[src/rtl/hwpe_ctrl_uloop_master_pkg.sv]
// Shared types for the uloop master: uloop control/flag bundles, the
// buffered command format and the master FSM state encoding.
package hwpe_ctrl_package;

   localparam int unsigned ULOOP_MAX_NB_LOOPS     = 6;
   localparam int unsigned ULOOP_MAX_NB_REG       = 4;
   localparam int unsigned ULOOP_MAX_REG_WIDTH    = 32;
   localparam int unsigned ULOOP_MAX_IDX_WIDTH    = 16;
   localparam int unsigned ULOOP_DEFAULT_SHADOWED = 1;

   typedef struct packed {
      logic enable;
      logic clear;
      logic ready;
   } ctrl_uloop_t;

   typedef struct packed {
      logic                                                 valid;
      logic                                                 done;
      logic                                                 ready;
      logic [ULOOP_MAX_NB_REG-1:0][ULOOP_MAX_REG_WIDTH-1:0] offs;
      logic [ULOOP_MAX_NB_LOOPS-1:0][ULOOP_MAX_IDX_WIDTH-1:0] idx;
      logic [ULOOP_MAX_NB_LOOPS-1:0]                        idx_update;
   } flags_uloop_t;

   typedef struct packed {
      logic [ULOOP_MAX_NB_REG-1:0][ULOOP_MAX_REG_WIDTH-1:0] offs;
      logic [ULOOP_MAX_NB_LOOPS-1:0]                        idx_update;
      logic                                                 last;
   } uloop_cmd_t;

   typedef enum logic [2:0] {
      IDLE  = 3'd0,
      INIT  = 3'd1,
      REQ   = 3'd2,
      WAIT  = 3'd3,
      DRAIN = 3'd4,
      DONE  = 3'd5
   } uloop_master_state_t;

endpackage

[src/rtl/hwpe_ctrl_uloop_master_cmd_fifo.sv]
// First-word-fall-through command buffer for the uloop master.
// Head data reads as zero while empty so a cleared/reset FIFO shows all-zero outputs.
module hwpe_ctrl_uloop_cmd_fifo
   import hwpe_ctrl_package::*;
#(
   parameter int unsigned FIFO_DEPTH = 4
) (
   input  logic                              i_clk,
   input  logic                              i_rst_n,
   input  logic                              i_clear,
   input  logic                              i_push,
   input  uloop_cmd_t                        i_data,
   input  logic                              i_pop,
   output logic                              o_valid,
   output logic                              o_full,
   output logic [$clog2(FIFO_DEPTH+1)-1:0]   o_count,
   output uloop_cmd_t                        o_data
);

   localparam int unsigned PTR_W = $clog2(FIFO_DEPTH);
   localparam int unsigned CNT_W = $clog2(FIFO_DEPTH+1);

   uloop_cmd_t        r_mem [FIFO_DEPTH];
   logic [PTR_W-1:0]  r_rd_ptr;
   logic [PTR_W-1:0]  r_wr_ptr;
   logic [CNT_W-1:0]  r_count;
   logic              w_empty;
   logic              w_push;
   logic              w_pop;

   function automatic logic [PTR_W-1:0] ptr_inc(input logic [PTR_W-1:0] p);
      return (p == PTR_W'(FIFO_DEPTH-1)) ? '0 : p + 1'b1;
   endfunction

   assign w_empty = (r_count == '0);
   assign o_full  = (r_count == CNT_W'(FIFO_DEPTH));
   assign o_valid = ~w_empty;
   assign o_count = r_count;
   assign o_data  = w_empty ? '0 : r_mem[r_rd_ptr];

   assign w_pop  = i_pop & ~w_empty & ~i_clear;
   assign w_push = i_push & ~i_clear & (~o_full | w_pop);

   // Read/write pointers, wrapping modulo the depth.
   always_ff @(posedge i_clk or negedge i_rst_n) begin
      if (!i_rst_n) begin
         r_rd_ptr <= '0;
         r_wr_ptr <= '0;
      end else if (i_clear) begin
         r_rd_ptr <= '0;
         r_wr_ptr <= '0;
      end else begin
         if (w_push) r_wr_ptr <= ptr_inc(r_wr_ptr);
         if (w_pop)  r_rd_ptr <= ptr_inc(r_rd_ptr);
      end
   end

   // Occupancy; simultaneous push and pop leave it unchanged.
   always_ff @(posedge i_clk or negedge i_rst_n) begin
      if (!i_rst_n) begin
         r_count <= '0;
      end else if (i_clear) begin
         r_count <= '0;
      end else begin
         case ({w_push, w_pop})
            2'b10:   r_count <= r_count + 1'b1;
            2'b01:   r_count <= r_count - 1'b1;
            default: r_count <= r_count;
         endcase
      end
   end

   // Storage write; contents need no reset since the head is masked while empty.
   always_ff @(posedge i_clk) begin
      if (w_push) r_mem[r_wr_ptr] <= i_data;
   end

   a_no_overflow: assert property (@(posedge i_clk) disable iff (!i_rst_n)
      !(i_push && !i_clear && o_full && !i_pop))
      else $error("uloop command FIFO overflow");

endmodule

[src/rtl/hwpe_ctrl_uloop_master.sv]
// uloop initiator: sequences enable/clear toward the uloop, turns every
// produced iteration into a buffered command and streams commands out.
// Optional watchdog on the WAIT state: define HWPE_CTRL_ULOOP_MASTER_TIMEOUT_EN.
module hwpe_ctrl_uloop_master
   import hwpe_ctrl_package::*;
#(
   parameter int unsigned NB_REG         = ULOOP_MAX_NB_REG,
   parameter int unsigned REG_WIDTH      = ULOOP_MAX_REG_WIDTH,
   parameter int unsigned NB_LOOPS       = ULOOP_MAX_NB_LOOPS,
   parameter int unsigned FIFO_DEPTH     = 4,
   parameter int unsigned SHADOWED       = ULOOP_DEFAULT_SHADOWED,
   parameter int unsigned TIMEOUT_CYCLES = 256
) (
   input  logic                        clk_i,
   input  logic                        rst_ni,
   input  logic                        test_mode_i,
   input  logic                        clear_i,
   input  logic                        start_i,
   output ctrl_uloop_t                 ctrl_uloop_o,
   input  flags_uloop_t                flags_uloop_i,
   output logic                        cmd_valid_o,
   input  logic                        cmd_ready_i,
   output logic [NB_REG*REG_WIDTH-1:0] cmd_offs_o,
   output logic [NB_LOOPS-1:0]         cmd_idx_update_o,
   output logic                        cmd_last_o,
   output logic                        busy_o,
   output logic                        done_o,
   output logic                        error_o
);

   localparam int unsigned CNT_W = $clog2(FIFO_DEPTH+1);

   uloop_master_state_t r_state;
   uloop_master_state_t w_state_next;

   logic             w_fifo_push;
   logic             w_fifo_pop;
   logic             w_fifo_valid;
   logic             w_fifo_full;
   logic [CNT_W-1:0] w_fifo_count;
   uloop_cmd_t       w_push_cmd;
   uloop_cmd_t       w_head_cmd;
   logic             w_req_ok;
   logic             w_timeout;
   logic             w_error;
   logic             w_unused;

   assign w_req_ok = (w_fifo_count < CNT_W'(FIFO_DEPTH)) &&
                     ((SHADOWED == 0) || flags_uloop_i.ready);

`ifdef HWPE_CTRL_ULOOP_MASTER_TIMEOUT_EN
   localparam int unsigned TO_W = (TIMEOUT_CYCLES > 1) ? $clog2(TIMEOUT_CYCLES) : 1;

   logic [TO_W-1:0] r_wait_cnt;
   logic            r_error;

   // WAIT-cycle counter; held at zero outside WAIT so each entry starts fresh.
   always_ff @(posedge clk_i or negedge rst_ni) begin
      if (!rst_ni)                r_wait_cnt <= '0;
      else if (r_state != WAIT)   r_wait_cnt <= '0;
      else                        r_wait_cnt <= r_wait_cnt + 1'b1;
   end

   assign w_timeout = (r_state == WAIT) && !flags_uloop_i.valid && !flags_uloop_i.done &&
                      (r_wait_cnt == TO_W'(TIMEOUT_CYCLES-1));

   // Sticky watchdog error, cleared by a soft clear or an accepted start.
   always_ff @(posedge clk_i or negedge rst_ni) begin
      if (!rst_ni)                              r_error <= 1'b0;
      else if (clear_i)                         r_error <= 1'b0;
      else if ((r_state == IDLE) && start_i)    r_error <= 1'b0;
      else if (w_timeout)                       r_error <= 1'b1;
   end

   assign w_error = r_error;
`else
   localparam int unsigned unused_timeout_cycles = TIMEOUT_CYCLES;

   assign w_timeout = 1'b0;
   assign w_error   = 1'b0;
`endif

   // State register.
   always_ff @(posedge clk_i or negedge rst_ni) begin
      if (!rst_ni) r_state <= IDLE;
      else         r_state <= w_state_next;
   end

   // Next-state logic; a soft clear overrides everything.
   always_comb begin
      w_state_next = r_state;
      if (clear_i) begin
         w_state_next = IDLE;
      end else begin
         case (r_state)
            IDLE:    if (start_i) w_state_next = INIT;
            INIT:    w_state_next = REQ;
            REQ:     if (w_req_ok) w_state_next = WAIT;
            WAIT: begin
               if (flags_uloop_i.done || w_timeout) w_state_next = DRAIN;
               else if (flags_uloop_i.valid)        w_state_next = REQ;
            end
            DRAIN:   if (!w_fifo_valid) w_state_next = DONE;
            DONE:    w_state_next = IDLE;
            default: w_state_next = IDLE;
         endcase
      end
   end

   // uloop control outputs.
   always_comb begin
      ctrl_uloop_o        = '0;
      ctrl_uloop_o.enable = (r_state == REQ) && w_req_ok && !clear_i;
      ctrl_uloop_o.clear  = clear_i || (r_state == INIT) || (r_state == DONE);
      ctrl_uloop_o.ready  = (r_state != IDLE);
   end

   assign w_fifo_push = !clear_i && (r_state == WAIT) &&
                        (flags_uloop_i.valid || flags_uloop_i.done || w_timeout);
   assign w_fifo_pop  = w_fifo_valid && cmd_ready_i;

   // Command built from the sampled flags; a watchdog command carries zero payload.
   always_comb begin
      w_push_cmd = '0;
      if (!w_timeout) begin
         for (int unsigned i = 0; i < NB_REG; i++) begin
            w_push_cmd.offs[i][REG_WIDTH-1:0] = flags_uloop_i.offs[i][REG_WIDTH-1:0];
         end
         w_push_cmd.idx_update[NB_LOOPS-1:0] = flags_uloop_i.idx_update[NB_LOOPS-1:0];
      end
      w_push_cmd.last = flags_uloop_i.done | w_timeout;
   end

   hwpe_ctrl_uloop_cmd_fifo #(
      .FIFO_DEPTH (FIFO_DEPTH)
   ) i_cmd_fifo (
      .i_clk   (clk_i),
      .i_rst_n (rst_ni),
      .i_clear (clear_i),
      .i_push  (w_fifo_push),
      .i_data  (w_push_cmd),
      .i_pop   (w_fifo_pop),
      .o_valid (w_fifo_valid),
      .o_full  (w_fifo_full),
      .o_count (w_fifo_count),
      .o_data  (w_head_cmd)
   );

   // Flatten the head command onto the stream outputs.
   always_comb begin
      cmd_offs_o = '0;
      for (int unsigned i = 0; i < NB_REG; i++) begin
         cmd_offs_o[i*REG_WIDTH +: REG_WIDTH] = w_head_cmd.offs[i][REG_WIDTH-1:0];
      end
   end

   assign cmd_idx_update_o = w_head_cmd.idx_update[NB_LOOPS-1:0];
   assign cmd_last_o       = w_head_cmd.last;
   assign cmd_valid_o      = w_fifo_valid;
   assign busy_o           = (r_state != IDLE);
   assign done_o           = (r_state == DONE);
   assign error_o          = w_error;

   assign w_unused = ^{test_mode_i, flags_uloop_i, w_head_cmd, w_fifo_full};

endmodule

[config.mk]
export PLATFORM = sky130hd
export DESIGN_NAME = hwpe_ctrl_uloop_master
export DESIGN_NICKNAME = d
export VERILOG_FILES = /design/src/rtl/hwpe_ctrl_uloop_master_pkg.sv /design/src/rtl/hwpe_ctrl_uloop_master_cmd_fifo.sv /design/src/rtl/hwpe_ctrl_uloop_master.sv
export SDC_FILE = /design/constraint.sdc
export NUM_CORES = 1
export LEC_CHECK = 0
export BUFFER_PORTS_ARGS = -buffer_cell sky130_fd_sc_hd__buf_4
export CORE_MARGIN = 5
export CORE_UTILIZATION = 40
export CTS_BUF_LIST = sky130_fd_sc_hd__clkbuf_8
export CTS_CLUSTER_DIAMETER = 120
export CTS_CLUSTER_SIZE = 24
export DETAILED_ROUTE_END_ITERATION = 8
export SLEW_MARGIN = 20
export SYNTH_ARGS = -nofsm -noshare
export SYNTH_HDL_FRONTEND = slang
export SYNTH_SLANG_ARGS = --single-unit
export TNS_END_PERCENT = 1
[constraint.sdc]
create_clock -name clk_i -period 15.1 [get_ports clk_i]
set_input_delay 3.02 -clock clk_i [delete_from_list [all_inputs] [get_ports clk_i]]
set_output_delay 3.02 -clock clk_i [all_outputs]
set_load 0.005 [all_outputs]
Word-level counts from Yosys, hierarchy flattened

Memories as Yosys holds them, arrays and structs flattened.
Index checks and enable logic that the tools add are counted.

Memories: 1
Input bits: 239
Logic and storage cells: 67
Flip-flop bits (word level): 10
RAM bits: 540

Order comparisons: 1
Equal/unequal tests: 14
Reductions and logical operators: 17
Bitwise gates (word level): 8
$add $sub $neg: 4
Muxes and demuxes: 18

Memories:

| memory           | depth | bits a word | read ports | clocked after Yosys merged registers in | wr ports | line                                  | source |
|---|---|---|---|---|---|---|---|
| i_cmd_fifo.r_mem | 4     | 135         | 1          | 0                                       | 1        | hwpe_ctrl_uloop_master_cmd_fifo.sv:23 | `uloop_cmd_t r_mem [FIFO_DEPTH];` |

Operators with widths:

| operator            | number |
|---|---|
| $mux 135            | 1 |
| $mux 3              | 7 |
| $pmux 3 s5          | 1 |
| $mux 2              | 6 |
| $eq 3x3->1 const B  | 3 |
| $eq 2x2->1 const B  | 3 |
| $eq 3x2->1 const B  | 2 |
| $logic_and 1x1->1   | 6 |
| $logic_not 3->1     | 2 |
| $ne 3x3->1 const B  | 2 |
| $pmux 3 s2          | 1 |
| $reduce_bool 3->1   | 2 |
| $add 2x1->2 const B | 2 |
| $and 1x1->1         | 4 |
| $ne 4x4->1 const B  | 1 |
| $reduce_and 4->1    | 1 |
| $reduce_bool 2->1   | 2 |
| $add 3x1->3 const B | 1 |
| $eq 3x1->1 const B  | 1 |
| $logic_or 1x1->1    | 3 |
| $lt 3x3->1 const B  | 1 |
| $ne 3x2->1 const B  | 1 |
| $not 1->1           | 3 |
| $sub 3x1->3 const B | 1 |
| 4 further kinds     | 5 |

Longest topological paths before layout

Gate-level depths: netlist of the first run.

Depth in word-level cells: 10
Mapped depth: 10
Depth with buffers taken out: 8

Hierarchy

Synthesis of the first run repeated with hierarchy kept, for this count alone.

Cells, all modules: 942
Area, all modules: 21260.4 um^2

Modules (own cells, without submodules):

| module                   | area an instance (um^2) | seq. area each (um^2) | cells an instance | instances |
|---|---|---|---|---|
| hwpe_ctrl_uloop_cmd_fifo | 21022.7                 | 16390.7               | 915               | 1 |
| hwpe_ctrl_uloop_master   | 237.7                   | 75.1                  | 27                | 1 |

Worst setup path before layout of the first run

Ideal clock, no wire load.

Path kind: input-to-reg
Start point: input port cmd_ready_i
End point: memory i_cmd_fifo.r_mem[0][0] in the netlist's numbering, enable pin
Required time: 14590 ps
Stages: 4
Data arrival time: 6757 ps
Slack: 7833 ps
Path through: buf_2 > nand2b_1 > a211oi_2 > and2_1

Longest elaborated chain between the ends: 7

Ends and longest elaborated chain:

| what                         | line                                  | source |
|---|---|---|
| start, declared              | hwpe_ctrl_uloop_master.sv:22          | `input logic cmd_ready_i,` |
| $logic_and 1x1->1            | hwpe_ctrl_uloop_master.sv:120         | `assign w_fifo_pop = w_fifo_valid && cmd_ready_i;` |
| $and 1x1->1 (2 in a row)     | hwpe_ctrl_uloop_master_cmd_fifo.sv:41 | `assign w_pop = i_pop & ~w_empty & ~i_clear;` |
| $or 1x1->1                   | hwpe_ctrl_uloop_master_cmd_fifo.sv:42 | `assign w_push = i_push & ~i_clear & (~o_full \| w_pop);` |
| $and 1x1->1                  | hwpe_ctrl_uloop_master_cmd_fifo.sv:42 |  |
| $mux 1                       | hwpe_ctrl_uloop_master_cmd_fifo.sv:75 | `if (w_push) r_mem[r_wr_ptr] <= i_data;` |
| $mux 1 (not written as such) | hwpe_ctrl_uloop_master_cmd_fifo.sv:75 |  |
| end, declared                | hwpe_ctrl_uloop_master_cmd_fifo.sv:23 |  |

No other way between the ends.

Worst setup path after layout of the first run

Start point: register i_cmd_fifo.r_rd_ptr[1]
End point: output port cmd_offs_o[38]

Longest elaborated chain between the ends: 2

Ends and longest elaborated chain:

| what                   | line                                  | source |
|---|---|---|
| start, declared        | hwpe_ctrl_uloop_master_cmd_fifo.sv:24 | `logic [PTR_W-1:0] r_rd_ptr;` |
| start signal, assigned | hwpe_ctrl_uloop_master_cmd_fifo.sv:54 | `if (w_pop) r_rd_ptr <= ptr_inc(r_rd_ptr);` |
| $mem_v2 4x135          | --                                    |  |
| $mux 135               | hwpe_ctrl_uloop_master_cmd_fifo.sv:39 | `assign o_data = w_empty ? '0 : r_mem[r_rd_ptr];` |
| end, declared          | hwpe_ctrl_uloop_master.sv:23          | `output logic [NB_REG*REG_WIDTH-1:0] cmd_offs_o,` |

No other way between the ends.

==> metrics, run 1 <==
run status finished clean; max_cap viols 0; Syn-to-layout area delta 15.4%; FF-to-FF path depth 9; post-synthesis cell count 950; hold depth 2; Max Slew Vio Count 0; Crit Path Class reg -> out; Post-CTS Repair Setup Buffers 0; Clock Skew 0.0194 ns; register area 0.0165 mm2; DR vias 9,877; Post-Syn Nets 1,194; Slew @ Worst Pin 1.06 ns; GPL Wtd Cong 0.711; setup TNS 0 ns; CTS H-tree depth 1; RSZ-0062 raised after global routing false; Final ANT Viol Nets 0; die area 0.0576 mm2; drt via density 5.16; Synth top area share 76.6%; total grt overflow 0; Root Driver clkbuf_8; initial antenna violation count 4; internal reg-to-reg setup slack 11.11 ns; Async S/R FF share, synth 1.82%; most common cell in the synthesized netlist edfxtp_1; CP Capture Type primary output; Detailed Routing Iterations Pass 1 4; Hold Crit Endpoint i_cmd_fifo.r_wr_ptr[1]; Buf/Inv on CP 3; Site Rows 84; GRT Total Usage 14.6%; Slew headroom 29.5%; Fin. Hold Viols 0; CTS tree yes; core box area 0.0524 mm2; register area share after synthesis 77.8%; worst path cell trace buf_4 -> buf_4 -> mux4_2 -> and2_1 -> buf_4; drt total wl 43.4 mm; Synth Flop Type edfxtp_1; vias in the first global route 10,361; largest net degree at the start of global routing 101; Worst VDD drop 102 uV; fin crit share 45.4%; post-synthesis register bit count 550; layout cells sized above 1 38.6%; Worst Path Arrival 3.83 ns; worst hold margin 0.619 ns; CP required 12.08 ns; Critical Path Slowest Stage Cell buf_4; layout net count 1,462; Startpoint Class flip-flop; port bufs 282; largest fanout on the critical path 61; delay-heaviest family, CP buffers and inverters; min-delay src i_cmd_fifo.r_wr_ptr[1]; end of the worst register-to-register path i_cmd_fifo.o_count[2]; WL per Instance 22.6 um; Ant. Diodes 0; synth warn 0; commonest cells in the netlist 540 x edfxtp_1, 139 x and2_1, 135 x mux4_2, 21 x buf_2, 19 x clkbuf_1; Clock transition at path regs 0.14 ns; dominant cells by area after synthesis edfxtp_1 77%, mux4_2 14%, and2_1 4.1%; post-synth top area cell edfxtp_1; Chip Height 240 um; first-pass GRT wire length 64.8 mm; CP max stage delay 0.83 ns; Crit Reg-Reg Startpoint i_cmd_fifo.o_count[2]; mapped cell area 0.0212 mm2; Iteration-0 DRC Markers 609; post-CTS sizing 0; fmax 0.146 GHz; Residual DRC 0; Ports 381; final worst path period need 6.85 ns; HP Class reg -> reg; Leak 8.02 nW; Synth cell types 50; # hold bufs at CTS 0; die width 240 um; Sink Count 550; multi-input logic area 0.00442 mm2; most frequent CP cell buf_4; Avg Inst Size Synth 22.3 um2; Final setup viols 0; Filler Cell Count 4,447; Post-synth EDFFs 540; Num CTS Buffers 26; initial core utilization 40.3%; power per standard cell area 98.6 mW/mm2; HPWL after DPL 25.3 mm; CTS max path bufs 3; Clock Latency Late Sink 0.65 ns
## per-stage QoR
| step | std cells | worst slack (ns) | power (mW) | util (%) | instance area (um2) |
|---|---|---|---|---|---|
| after detailed placement | 1878 | 8.24 | 1.86 | 45.8 | 24000 |
| after global placement | 1878 | 8.19 | 1.86 | 45.8 | 24000 |
| after global routing | 1916 | 7.95 | 2.51 | 46.5 | 24400 |
| after floorplan | 950 | 7.83 | 1.78 | - | 21200 |
| after CTS | 1916 | 8.04 | 2.45 | 46.5 | 24400 |
| final | 1916 | 8.25 | 2.41 | 46.5 | 24400 |
## worst min-delay path, stage by stage, from the launching register on
cell and delay [ns]:
dfrtp_1 0.41, mux2i_1 0.08, nor2_1 0.09
## how the worst max path moves through the flow
| stage | to | cells past startpoint | from |
|---|---|---|---|
| floorplan | i_cmd_fifo.r_mem[0][0] | 4 | cmd_ready_i |
| global placement | ctrl_uloop_o[2] | 3 | clear_i |
| detailed placement | ctrl_uloop_o[2] | 3 | clear_i |
| CTS | cmd_offs_o[47] | 5 | i_cmd_fifo.r_rd_ptr[1] |
| global route | cmd_offs_o[47] | 5 | i_cmd_fifo.r_rd_ptr[1] |
| finish | cmd_offs_o[38] | 5 | i_cmd_fifo.r_rd_ptr[1] |
## state kept, by name, summed over array words and instances (netlist names)
name,cells
i_cmd_fifo.o_count,3
i_cmd_fifo.r_mem,540
i_cmd_fifo.r_rd_ptr,2
i_cmd_fifo.r_wr_ptr,2
r_state,3
## power by group
group | internal, mW | switching (mW) | total, mW
sequential | 1.68 | 0.00658 | 1.69
combinational | 0.0717 | 0.0612 | 0.133
clock | 0.166 | 0.422 | 0.588
## kinds of logic (layout without fill, tap and decap cells)
family / after synthesis / in the layout / share of synthesized area, %
AO/OA/AOI/OAI: 18 / 18 / 0.674
XOR/XNOR: 4 / 4 / 0.166
adder cells (fa/ha/maj): 5 / 5 / 0.331
buffers and inverters: 60 / 338 / 1.34
flip-flops: 550 / 550 / 77.8
multiplexers: 138 / 138 / 14.5
other: 1 / 1 / 0.0177
AND/OR/NAND/NOR: 174 / 174 / 5.15
## cells in the final DEF (no fill, tap or decap), types with 2 or more instances in the layout
cell type and instances:
mux4_2 135, edfxtp_1 540, a21oi_1 3, dfrtp_1 8
inv_1 15, and2_1 135, nor4_1 2, nor2_1 12
buf_4 293, or2_2 2, ha_1 4, dfrtp_4 2
clkbuf_8 27, nand2b_1 3, a211oi_1 2, xor2_1 3
and2_4 4, mux2i_1 3, nand2_1 3
## layout make-up
type                       count  area share, %
timing repair buffer         294           9.09
inverter                       6         0.0974
clock inverter                11          0.169
multi-input combinational    340           18.1
tap                          688           3.53
clock buffer                  27           1.52
sequential                   550           67.5
## metal layers
metal	share of wire, %	global-route usage, %	vias to the layer above
met4	1.3	2.41	8
met5	0.11	0	-
met2	47	22.9	259
met1	44	20.9	5218
met3	8.3	4.45	43
li1	-	-	4349
Power figures use the tool's default switching activity.
==> run 2: changes to the inputs <==
--- a/config.mk
+++ b/config.mk
@@ -5,6 +5,7 @@
 export SDC_FILE = /design/constraint.sdc
 export NUM_CORES = 1
 export LEC_CHECK = 0
+export ABC_AREA = 1
 export BUFFER_PORTS_ARGS = -buffer_cell sky130_fd_sc_hd__buf_4
 export CORE_MARGIN = 5
 export CORE_UTILIZATION = 40
==> constraint.sdc (replaced) <==
create_clock -name clk_i -period 5.81 [get_ports clk_i]
set_input_delay 1.162 -clock clk_i [delete_from_list [all_inputs] [get_ports clk_i]]
set_output_delay 1.162 -clock clk_i [all_outputs]
set_load 0.005 [all_outputs]
==> metrics, run 2 <==
Simple-Gate Fraction of Synth Area 10.5% (+5.4 points); Compound-Gate Fraction of Synth Area 9.75% (+9.1 points); Async S/R FF share, synth 1.82% (unchanged); Post-synth EDFFs 540 (unchanged); Flop pwr share 51.2% (-19 points); Synth top area share 75.4% (-1.2 points); run status finished clean; GRT Total Usage 16.3% (+1.7 points); highest-count cells in the layout ignoring fill and taps 555 x nor2_1, 540 x edfxtp_1, 294 x buf_4, 231 x o21ai_0, 139 x a21oi_1; Post-Syn Nets 1,941 (+63%); initial antenna violation count 3 (-1); largest net degree at the start of global routing 149 (+48%); Worst Path Arrival 3.14 ns (-0.69 ns); register area share after synthesis 76.6% (-1.2 points); initial core utilization 40.2% (-0.16 points); P_int 5.96 mW (+210%); DR vias 13,307 (+35%); Sink Count 550 (unchanged); GPL Wtd Cong 0.753 (+5.9%); power per standard cell area 353 mW/mm2 (+260%); CTS tree yes; synth warn 0 (unchanged); DP Cell Count 2,589 (+38%); Max Slew Vio Count 0 (unchanged); post-synthesis register bit count 550 (unchanged); Clock power frac 17.5% (-6.9 points); layout cells sized above 1 17.8% (-21 points); Site Rows 85 (+1.2%); largest family of logic cells by synthesized area simple AND/OR/NAND/NOR gates; CP max stage delay 0.75 ns (-0.08 ns); Num CTS Buffers 26 (unchanged); post-synthesis cell count 1,697 (+79%); NetSw 2.76 mW (+460%); CTS max path bufs 3 (unchanged); Leak 8.58 nW (+7.0%); Clock Skew 0.0366 ns (+0.0172 ns); delay-heaviest family, CP buffers and inverters; total grt overflow 0 (unchanged); Sw Ratio 31.7% (+11 points); Worst Slack Setup Final 1.50 ns (-6.74 ns); die width 242 um (+0.76%); drt total wl 50.4 mm (+16%); layout net count 2,165 (+48%); Synth cell types 25 (-50%); CTS H-tree depth 1 (unchanged); Fin. Hold Viols 0 (unchanged); Largest Register i_cmd_fifo.r_mem; vias in the first global route 12,839 (+24%); Clock Latency Late Sink 0.65 ns (about the same); CP Capture Type primary output; core box area 0.0535 mm2 (+2.0%); internal reg-to-reg setup slack 3.13 ns (-7.98 ns); most common cell in the synthesized netlist nor2_1; post-synth top area cell edfxtp_1; dpl ws 2.14 ns (-6.10 ns); Clock transition at path regs 0.14 ns (about the same); dominant cells by area after synthesis edfxtp_1 75%, nor2_1 9.8%, o21ai_0 5.4%; Finished Core Util 46.2% (-0.36 points); multiplexer share of the synthesized area 0% (-15 points); Non-Filler Instances 2,630 (+37%); Ports 381 (unchanged); Buf/Inv on CP 3 (unchanged); Final ANT Viol Nets 0 (unchanged); Final setup viols 0 (unchanged); Worst VDD drop 433 uV (+330%); fin crit share 74.1%; # hold bufs at CTS 0 (unchanged); largest fanout on the critical path 82 (+34%); Chip Height 242 um (+0.76%); combinational share of power 31.3% (+26 points); HPWL after DPL 27.2 mm (+7.7%); Syn-to-layout area delta 14.9%; HP Class in -> async; post-CTS sizing 0 (unchanged); most frequent CP cell buf_4; Crit Path Class reg -> out; max reg flops 540 (unchanged); CP required 4.65 ns (-7.43 ns); Post-CTS Repair Setup Buffers 0 (unchanged); commonest non-fill, non-tap cell in the layout nor2_1; Synth Flop Type edfxtp_1; Iteration-0 DRC Markers 757 (+24%); Critical Path Slowest Stage Cell dfrtp_4; Startpoint Class flip-flop; fmax 0.232 GHz; drt via density 5.06 (-1.8%); Residual DRC 0 (unchanged); port bufs 282 (unchanged); post-synthesis adder-cell area fraction 0.326% (-0.0052 points); Detailed Routing Iterations Pass 1 5 (+1); max_cap viols 0 (unchanged); Slew @ Worst Pin 1.05 ns (-0.00390 ns); Root Driver clkbuf_8; RSZ-0062 raised after global routing false; mapped cell area 0.0215 mm2 (+1.6%); first-pass GRT wire length 76.3 mm (+18%); die area 0.0585 mm2 (+1.5%); Slew headroom 29.8% (+0.26 points); xor and xnor area share after synthesis 0.0407% (-0.12 points); Avg Inst Size Synth 12.7 um2 (-43%); WL per Instance 19.2 um (-15%); worst path cell trace inv_6 -> buf_4 -> o21ai_0 -> a21oi_1 -> buf_4; final worst path period need 4.31 ns; commonest cells in the netlist 559 x nor2_1, 540 x edfxtp_1, 231 x o21ai_0, 139 x a21oi_1, 49 x buf_2
[run 2: cell families after synthesis]
group | Yosys count
AOI/OAI and AO/OA | 417
DFF | 550
buffers and inverters | 129
and+or+nand+nor | 594
xor gates and xnor gates | 1
adders and majority gates | 5
other | 1
[run 2: cell type report]
cell class,instances,area (um2)
flip-flops and latches,550,16500
clock inverters,10,37.5
fillers,4793,28800
repair buffers,302,2370
diodes,3,7.51
multi-input cells,1018,4470
inverters,23,96.3
clock buffers,28,385
well taps,696,871
[run 2: metrics by stage]
| step | hold WS [ns] | total power [mW] | area (um2) | TNS [ns] |
|---|---|---|---|---|
| final | 0.314 | 8.72 | 24700 | 0 |
| after global routing | 0.253 | 9.21 | 24700 | 0 |
| after CTS | 0.238 | 8.85 | 24700 | 0 |
| after detailed placement | 0.569 | 7.34 | 24300 | 0 |
| after global placement | 0.549 | 7.32 | 24300 | 0 |
| after floorplan | 0.520 | 5.87 | 21500 | -1119.61 |
[run 2: layer usage]
layer	part of all wire, %	global-route usage (%)	up-vias
li1	-	-	6407
met1	44	22.2	6593
met2	50	28.6	260
met3	4.2	2.10	45
met4	1.7	3.34	2
met5	0.014	0	-
[run 2: worst paths after layout]
path / end / cells after the start / from
worst max register to register: i_cmd_fifo.r_mem[0][85] / 7 / i_cmd_fifo.o_count[2]
worst min register to register: i_cmd_fifo.r_wr_ptr[1] / 2 / i_cmd_fifo.r_wr_ptr[1]
worst min-delay path: r_state[2] / 1 / rst_ni
max in group asynchronous: i_cmd_fifo.r_rd_ptr[1] / 1 / rst_ni
worst max-delay path: cmd_offs_o[117] / 5 / i_cmd_fifo.r_rd_ptr[0]
min in group clk_i: i_cmd_fifo.r_wr_ptr[1] / 2 / i_cmd_fifo.r_wr_ptr[1]
[run 2: power by group through the flow]
stage                     combinational (mW)  sequential (mW)  clock (mW)
final                                   2.73             4.47        1.52
after detailed placement                2.78             4.56           0
after global placement                  2.76             4.56           0
after global routing                    3.00             4.48        1.73
after CTS                               2.79             4.47        1.59
after floorplan                         1.36             4.50           0
[run 2: worst reg2reg max path: cells and delay by family (launching register included)]
| family | cells | cell delay (ns) |
|---|---|---|
| AND/OR/NAND/NOR | 5 | 0.86 |
| buffers and inverters | 2 | 0.95 |
| flip-flops | 1 | 0.45 |
==> run 3: changes to the inputs <==
==> constraint.sdc (replaced) <==
create_clock -name clk_i -period 3.6 [get_ports clk_i]
set_input_delay 0.72 -clock clk_i [delete_from_list [all_inputs] [get_ports clk_i]]
set_output_delay 0.72 -clock clk_i [all_outputs]
set_load 0.005 [all_outputs]
==> metrics, run 3 (synthesis results as in run 2) <==
Detailed Routing Iterations Pass 1 4 (-1); internal reg-to-reg setup slack 1.41 ns (-1.72 ns); CTS H-tree depth 1 (unchanged); Clock transition at path regs 0.14 ns (about the same); Post-CTS Repair Setup Buffers 0 (unchanged); run status finished clean; min-delay src flags_uloop_i[175]; hold depth 1; met1 usage 22.1% (-0.053 points); fin crit share 93.8%; WL per Instance 19.1 um (-0.48%); layout cells sized above 1 18.3% (+0.57 points); Crit Reg-Reg Startpoint i_cmd_fifo.o_count[2]; CP Capture Type primary output; GPL Wtd Cong 0.751 (-0.24%); largest fanout on the critical path 106 (+29%); Max Slew Vio Count 0 (unchanged); commonest non-fill, non-tap cell in the layout nor2_1; setup TNS 0 ns (unchanged); FF-to-FF path depth 7 (unchanged); vias in the first global route 13,294 (+3.5%); Worst VDD drop 430 uV (-0.87%); initial antenna violation count 3 (unchanged); met3 Use GR 2.34% (+0.24 points); Residual DRC 0 (unchanged); CTS tree yes; fmax 0.296 GHz; Slew @ Worst Pin 0.828 ns (-0.225 ns); RSZ-0062 raised after global routing false; Sink Count 550 (unchanged); Num CTS Buffers 26 (unchanged); Root Driver clkbuf_8; core box area 0.0535 mm2 (unchanged); Iteration-0 DRC Markers 916 (+21%); dpl ws 0.789 ns (-1.36 ns); layout net count 2,176 (+0.51%); CTS max path bufs 3 (unchanged); Finished Core Util 46.7% (+0.47 points); Slew headroom 44.8% (+15 points); GRT Total Usage 16.7% (+0.37 points); Clock Latency Late Sink 0.65 ns (about the same); Largest Register i_cmd_fifo.r_mem; Worst Path Arrival 2.66 ns (-0.48 ns); max reg flops 540 (unchanged); Clock Skew 0.0188 ns (-0.0178 ns); end of the worst register-to-register path i_cmd_fifo.r_mem[1][73]; HPWL after DPL 27.9 mm (+2.5%); Crit Path Class reg -> out; total grt overflow 0 (unchanged); Ports 381 (unchanged); Fin. Hold Viols 0 (unchanged); DR vias 13,278 (-0.22%); first-pass GRT wire length 78.1 mm (+2.4%); die area 0.0585 mm2 (unchanged); CP required 2.88 ns (-1.77 ns); drt total wl 50.4 mm (about the same); Site Rows 85 (unchanged); max_cap viols 0 (unchanged); Hold Crit Endpoint i_cmd_fifo.r_mem[0][80]; Syn-to-layout area delta 16.1%; largest net degree at the start of global routing 136 (-8.7%); busiest grt layer met2; Final ANT Viol Nets 0 (unchanged); power per standard cell area 570 mW/mm2 (+61%); initial core utilization 40.2% (unchanged); HP Class in -> reg; Chip Height 242 um (unchanged); final worst path period need 3.38 ns; Worst Slack Setup Final 0.225 ns (-1.28 ns); drt via density 5.03 (-0.63%); GRT met2 Usage 29.5% (+0.93 points); Final setup viols 0 (unchanged); highest-count cells in the layout ignoring fill and taps 553 x nor2_1, 540 x edfxtp_1, 293 x buf_4, 231 x o21ai_0, 139 x a21oi_1; die width 242 um (unchanged); Startpoint Class flip-flop; port bufs 282 (unchanged); Leak 8.68 nW (+1.2%)
[run 3: cell count changes in the layout (fill, tap and decap cells not counted), sizes merged]
cell         delta
buf            +10
dlygate4sd3     +1
[run 3: worst max path at each step]
| stage | depth (start not counted) | slack, ns | startpoint | end |
|---|---|---|---|---|
| floorplan | 5 | 0.006 | clear_i | i_cmd_fifo.r_mem[0][0] |
| global placement | 5 | 0.82 | i_cmd_fifo.r_rd_ptr[0] | cmd_offs_o[95] |
| detailed placement | 5 | 0.79 | i_cmd_fifo.r_rd_ptr[0] | cmd_offs_o[99] |
| CTS | 5 | 0.02 | i_cmd_fifo.r_rd_ptr[0] | cmd_offs_o[99] |
| global route | 6 | 0.004 | i_cmd_fifo.r_rd_ptr[0] | cmd_offs_o[78] |
| finish | 6 | 0.22 | i_cmd_fifo.r_rd_ptr[0] | cmd_offs_o[68] |
[run 3: final cells by class]
type                            instances  area (um2)
Tap cell                              696         871
Fill cell                            4747       28500
Clock buffer                           28         385
Multi-Input combinational cell       1018        4490
Sequential cell                       550       16500
Clock inverter                         10        37.5
Timing Repair Buffer                  313        2600
Antenna cell                            3        7.51
Inverter                               23        98.8
[run 3: layer usage]
layer  routed length [um]  share of wire [%]
met5                    0                  0
met1                21500                 43
met2                25800                 51
met4                  913                1.8
met3                 2180                4.3
[run 3: critical path, stage by stage, from the launching register on]
cell and delay [ns]:
dfrtp_4 0.78, buf_16 0.40, nor2_1 0.10, nor2_1 0.09
o21ai_0 0.09, a21oi_1 0.27, buf_4 0.17
[run 3: repair_timing]
action | CTS | global route
endpoints found under the hold margin | 10 | 0
hold buffers | 1 | 0
resized for setup | 0 | 2
endpoints found under the setup margin | 0 | 18
[run 3: through the flow]
| stage | hold WS (ns) | instances | power [mW] | area [um2] |
|---|---|---|---|---|
| floorplan | 0.424 | 1697 | 9.47 | 21500 |
| global placement | 0.552 | 2599 | 11.9 | 24500 |
| detailed placement | 0.560 | 2599 | 12.0 | 24500 |
| CTS | 0.186 | 2638 | 14.4 | 24900 |
| global route | 0.186 | 2641 | 15.0 | 25000 |
| finish | 0.256 | 2641 | 14.2 | 25000 |
[run 3: report_power, final]
group / switching (mW) / leakage, nW / internal (mW)
sequential: 0.0792 / 4.98 / 7.09
combinational: 2.66 / 3.44 / 1.91
clock: 1.77 / 0.255 / 0.716
total: 4.51 / 8.68 / 9.71
